File: src/rtl/ms_dma_fifo_ahbl.sv
// AHB-Lite programmable FIFO feeding a DMA consumer, with level request (DREQ) and IRQ.
// Define MS_DMA_FIFO_STALL_EN to stall full-FIFO DATA writes instead of dropping them (OVF).
module ms_dma_fifo_ahbl #(
    parameter int unsigned DEPTH = 16,
    parameter int unsigned LW    = $clog2(DEPTH) + 1
) (
    input  logic        HCLK,
    input  logic        HRESETn,
    input  logic        HSEL,
    input  logic [31:0] HADDR,
    input  logic [1:0]  HTRANS,
    input  logic        HWRITE,
    input  logic [2:0]  HSIZE,
    input  logic        HREADY,
    input  logic [31:0] HWDATA,
    output logic        HREADYOUT,
    output logic [31:0] HRDATA,
    output logic [31:0] RD_DATA,
    output logic        RD_VALID,
    input  logic        RD_READY,
    output logic        DREQ,
    output logic        IRQ
);

    localparam int unsigned PW = $clog2(DEPTH);
    localparam logic [LW-1:0] DEPTH_LV = LW'(DEPTH);

    logic [31:0]   mem [DEPTH];
    logic [PW-1:0] wr_ptr_q, rd_ptr_q;
    logic [LW-1:0] level_q, thr_q;
    logic          en_q, dreq_en_q, ovf_q, dreq_q;
    logic [1:0]    im_q;
    logic          ph_valid_q, ph_write_q;
    logic [7:0]    ph_addr_q;

    logic        full, empty, pop, push, flush, acc_wr, wr_fire, blocked, stall, ovf_set;
    logic        wr_data, wr_status, wr_thr, wr_ctrl, wr_im;
    logic [31:0] status;
    logic        unused_ahb;

    assign unused_ahb = ^{HADDR[31:8], HTRANS[0], HSIZE};

    assign full     = (level_q == DEPTH_LV);
    assign empty    = (level_q == '0);
    assign RD_VALID = en_q & ~empty;
    assign pop      = RD_VALID & RD_READY;
    assign acc_wr   = ph_valid_q & ph_write_q;

    // A DATA write that finds the FIFO full with no pop in the same cycle.
    assign blocked = acc_wr & (ph_addr_q == 8'h00) & en_q & full & ~pop;

`ifdef MS_DMA_FIFO_STALL_EN
    assign stall   = blocked;
    assign ovf_set = 1'b0;
`else
    assign stall   = 1'b0;
    assign ovf_set = blocked;
`endif

    assign HREADYOUT = ~stall;
    assign wr_fire   = acc_wr & ~stall;
    assign wr_data   = wr_fire & (ph_addr_q == 8'h00);
    assign wr_status = wr_fire & (ph_addr_q == 8'h04);
    assign wr_thr    = wr_fire & (ph_addr_q == 8'h08);
    assign wr_ctrl   = wr_fire & (ph_addr_q == 8'h0C);
    assign wr_im     = wr_fire & (ph_addr_q == 8'h10);
    assign flush     = wr_ctrl & HWDATA[2];
    assign push      = wr_data & en_q & (~full | pop);

    always_ff @(posedge HCLK or negedge HRESETn) begin
        if (!HRESETn) begin
            ph_valid_q <= 1'b0;
            ph_write_q <= 1'b0;
            ph_addr_q  <= '0;
        end else if (HREADY) begin
            ph_valid_q <= HSEL & HTRANS[1];
            ph_write_q <= HWRITE;
            ph_addr_q  <= HADDR[7:0];
        end else if (!stall) begin
            ph_valid_q <= 1'b0;
        end
    end

    always_ff @(posedge HCLK or negedge HRESETn) begin
        if (!HRESETn) begin
            wr_ptr_q <= '0;
            rd_ptr_q <= '0;
            level_q  <= '0;
        end else if (flush) begin
            wr_ptr_q <= '0;
            rd_ptr_q <= '0;
            level_q  <= '0;
        end else begin
            if (push) wr_ptr_q <= wr_ptr_q + PW'(1);
            if (pop)  rd_ptr_q <= rd_ptr_q + PW'(1);
            if (push && !pop)      level_q <= level_q + LW'(1);
            else if (pop && !push) level_q <= level_q - LW'(1);
        end
    end

    // Storage carries no reset; RD_DATA is forced to zero while empty.
    always_ff @(posedge HCLK) begin
        if (push) mem[wr_ptr_q] <= HWDATA;
    end

    always_ff @(posedge HCLK or negedge HRESETn) begin
        if (!HRESETn) begin
            en_q      <= 1'b0;
            dreq_en_q <= 1'b0;
            thr_q     <= '0;
            im_q      <= '0;
            ovf_q     <= 1'b0;
            dreq_q    <= 1'b0;
        end else begin
            if (wr_ctrl) begin
                en_q      <= HWDATA[0];
                dreq_en_q <= HWDATA[1];
            end
            if (wr_thr) thr_q <= HWDATA[LW-1:0];
            if (wr_im)  im_q  <= HWDATA[1:0];
            if (ovf_set)                      ovf_q <= 1'b1;
            else if (wr_status && HWDATA[18]) ovf_q <= 1'b0;
            dreq_q <= en_q & dreq_en_q & ((DEPTH_LV - level_q) > thr_q);
        end
    end

    always_comb begin
        status         = '0;
        status[LW-1:0] = level_q;
        status[16]     = empty;
        status[17]     = full;
        status[18]     = ovf_q;
    end

    always_comb begin
        HRDATA = 32'hDEADBEEF;
        case (ph_addr_q)
            8'h00: HRDATA = '0;
            8'h04: HRDATA = status;
            8'h08: begin
                HRDATA         = '0;
                HRDATA[LW-1:0] = thr_q;
            end
            8'h0C: HRDATA = {30'b0, dreq_en_q, en_q};
            8'h10: HRDATA = {30'b0, im_q};
            default: ;
        endcase
    end

    assign RD_DATA = empty ? 32'h0 : mem[rd_ptr_q];
    assign DREQ    = dreq_q;
    assign IRQ     = en_q & ((im_q[0] & ovf_q) | (im_q[1] & empty));

endmodule

File: config.mk
export PLATFORM = sky130hd
export DESIGN_NAME = ms_dma_fifo_ahbl
export DESIGN_NICKNAME = d
export VERILOG_FILES = /design/src/rtl/ms_dma_fifo_ahbl.sv
export SDC_FILE = /design/constraint.sdc
export NUM_CORES = 1
export LEC_CHECK = 0
export ABC_AREA = 1
export BUFFER_PORTS_ARGS = -buffer_cell sky130_fd_sc_hd__buf_2
export CAP_MARGIN = 25
export CORE_MARGIN = 8
export CORE_UTILIZATION = 57
export CTS_BUF_LIST = sky130_fd_sc_hd__clkbuf_4
export DETAILED_ROUTE_END_ITERATION = 8
export GPL_ROUTABILITY_DRIVEN = 0
export PLACE_DENSITY = 0.75
export SLEW_MARGIN = 25
export SYNTH_ARGS = -nofsm -noshare
export SYNTH_HDL_FRONTEND = slang
export SYNTH_SLANG_ARGS = --single-unit
File: constraint.sdc
create_clock -name HCLK -period 3.6 [get_ports HCLK]
set_clock_uncertainty 0.2 [all_clocks]
set_input_delay 0.72 -clock HCLK [delete_from_list [all_inputs] [get_ports HCLK]]
set_output_delay 0.72 -clock HCLK [all_outputs]
set_load 0.01 [all_outputs]
==> summary.txt <==
Floorplan
  • Row count: 74
  • Die span in x: 218 µm
  • # IOs: 143
  • Initial core utilization: 0.572
  • Core area: 40500 µm²
  • Die area: 47300 µm²
  • Die H: 218 µm

GRT
  • Largest net degree at the start of global routing: 67
  • Initial antenna violation count: 4
  • Vias in the first global route: 16088
  • First-pass GRT wire length: approximately 90000 µm
  • GRT Resource Usage Total: 0.243
  • Total global routing overflow: 0

Synthesis
  • Register area share after synthesis: 0.701
  • Avg Synthesized Cell Area: 11.8 µm²
  • Number of synthesized register bits: 546
  • Post-synth cell types: 46
  • Synth area leaders: edfxtp_1 66%, nor2_1 7.1%, o21ai_0 4.4%
  • Most frequent cell after synthesis: edfxtp_1
  • Most frequent cells after synthesis: 512 x edfxtp_1, 438 x nor2_1, 247 x nand2_1
  • Top_reg_cell synth: edfxtp_1
  • Post-synth EDFFs: 512
  • Ys async rst share: 0.0623
  • Yosys top cell area share: 0.664
  • Post-synthesis instance total: 1960
  • Cell taking the most area after synthesis: edfxtp_1
  • Synth Warn #: 0
  • Mapped cell area: around 23000 µm²

Setup path
  • Arrival @ worst endpoint: 2.61 ns
  • CP Capture Type: output pin
  • Buffers & Inverters on Critical Path: 2
  • Worst R2R Start: level_q[1]
  • CP required: 2.68 ns
  • CP max FO: 65
  • Slowest CP cell: dfrtp_4
  • Cells along the critical path: bufbuf_16 -> nor2_1 -> o21ai_0 -> nand3_1 -> nand3_1 -> a21oi_2 -> buf_2
  • FF-to-FF End: mem[9][10]
  • R2R setup slack: 0.51 ns
  • CP Launch Type: register
  • Register-to-Register Path Depth: 13
  • Crit Path Category: register to output pin
  • Critical path depth: 7
  • Max incr delay on CP: between 0.5 and 0.6 ns
  • Largest delay share family, worst path: flip-flops
  • CP dominant cell by count: nand3_1

Min path
  • Hold Crit Depth: 1
  • Hold path startpoint: HWDATA[26]
  • Worst min path class: input pin to register
  • End of the worst hold path: mem[14][26]

Drt
  • Initial drt markers: 1828
  • Drt drc: 0
  • Initial DRT Pass Iterations: 6
  • Avg WL per Cell: 21.5 µm
  • Vias post-DR: 16223
  • Final WL: approximately 60000 µm
  • DR vias/cell: 5.79
  • Routed Antenna Nets: 0

STA
  • Fin worst setup slack: 0.0747 ns
  • Fmax: ~0.28 GHz
  • Final Hold Fails: 0
  • Final min period: 3.53 ns
  • WHS: around 0.068 ns
  • Slew HR: 0.454
  • Setup Viol. Count Final: 0
  • RSZ-0062 raised after global routing: yes
  • Final period util: 0.979
  • Worst Tran Pin Value: 0.820 ns
  • Max-slew violation count: 0

Layout
  • Fin util: 0.662
  • Area growth syn-to-layout: 15.7%
  • Share of cells above drive strength 1: 0.220
  • Final Cell Area: 26800 µm²
  • Nets@finish: about 2300
  • Filler cells: 2791

Placement
  • Setup slack after placement: 0.500 ns
  • Port buffer count: between 100 and 150
  • Hpwl dp: ~29000 µm
  • Cell Area, Placed: 24100 µm²

Clocking
  • Max Buffers Root-to-Sink: 3
  • CTS root buffer: clkbuf_4
  • Worst-path clk slew: 0.07 ns
  • TritonCTS clock tree: done
  • H-tree lvl count: 4
  • Clk sinks: 546
  • Clock Latency Late Sink: 0.81 ns
  • Cts bufs inserted: between 100 and 150

Run
  • Maxcap violations: 0

Power and ir drop
  • Total Power: 20.4 mW
  • Pleak: approximately 9.8 nW
  • PwrDens: 760 nW/µm²
  • Max VDD drop: approximately 0.46 mV

Status
  • Status: complete, no violations
[cell usage in the layout (no fill, tap or decap), types with 11 or more instances in the layout]
cell / n
a21oi_2: 21
nor2_4: 17
nand3_1: 179
clkinv_1: 26
ha_1: 16
buf_4: 44
buf_2: 105
a21oi_1: 20
nor2_1: 420
clkbuf_4: 190
buf_12: 11
nand2_2: 11
o21ai_1: 31
nand2_1: 246
inv_1: 37
dlygate4sd3_1: 17
o21ai_0: 199
dfrtp_1: 29
nand3_2: 15
buf_16: 12
o211ai_2: 16
edfxtp_1: 512
[worst max path at each step]
stage           startpoint     endpoint  slack (ns)
2_1_floorplan   level_q[0]    mem[0][0]       -0.12
3_3_place_gp    level_q[0]  RD_DATA[15]        0.53
3_5_place_dp    level_q[0]   mem[9][12]        0.50
4_1_cts        rd_ptr_q[0]   RD_DATA[6]       0.002
5_1_grt        rd_ptr_q[0]  RD_DATA[14]       -0.09
6_report       rd_ptr_q[1]  RD_DATA[30]        0.07
[power by group]
part	switching, mW	total, mW	internal (mW)
logic	5.06	7.99	2.93
registers	0.117	7.14	7.02
clock network	2.44	5.24	2.80
total	7.61	20.4	12.8
[flip-flops by register name, summed over array words and instances (netlist names)]
signal and cells:
mem 512, ph_valid_q 1, DREQ 1, ovf_q 1, level_q 5, en_q 1, wr_ptr_q 4, ph_write_q 1
ph_addr_q 8, dreq_en_q 1, im_q 2, thr_q 5, rd_ptr_q 4
[kinds of logic after synthesis]
group	after synthesis	synth area share
compound gates	294	0.0713
xor+xnor	7	0.00265
fa+ha+maj	18	0.0101
buf+inv	181	0.0482
flops	546	0.701
mux	1	0.000486
other cells	2	0.000324
simple gates	911	0.166
[stage by stage]
stage	setup TNS, ns	instances
2_1_floorplan	-45.46	1965
3_3_place_gp	0	2517
3_5_place_dp	0	2517
4_1_cts	0	2779
5_1_grt	-0.491	2800
6_report	0	2800
[layout make-up]
class	count	area [µm²]	area share
Timing Repair Buffer	205	1910	0.0712
Tap cell	532	666	0.0249
Antenna cell	2	5.00	0.000187
Multi-Input combinational cell	1238	6030	0.225
Clock inverter	44	317	0.0118
Sequential cell	546	16200	0.606
Inverter	43	191	0.00715
Clock buffer	190	1430	0.0533
[timing repair]
item                                   4_1_cts  5_1_grt
pin swaps                                    1        6
hold buffers                                17        0
setup endpoints to repair                   52       34
buffers inserted                             5        9
endpoints found under the hold margin       84        0
cloned                                       6       10
resized for setup                           19       39
[per-layer routing]
metal | part of all wire | wire length [µm] | vias to the layer above | global-route usage
met5 | 0.00040 | 24 | - | 0
met4 | 0.031 | 1890 | 4 | 0.117
met3 | 0.12 | 7200 | 151 | 0.0663
met2 | 0.49 | 29500 | 1036 | 0.403
met1 | 0.36 | 21700 | 7655 | 0.293
li1 | - | - | 7377 | -
Note: power is estimated with default switching activity, not from simulation.
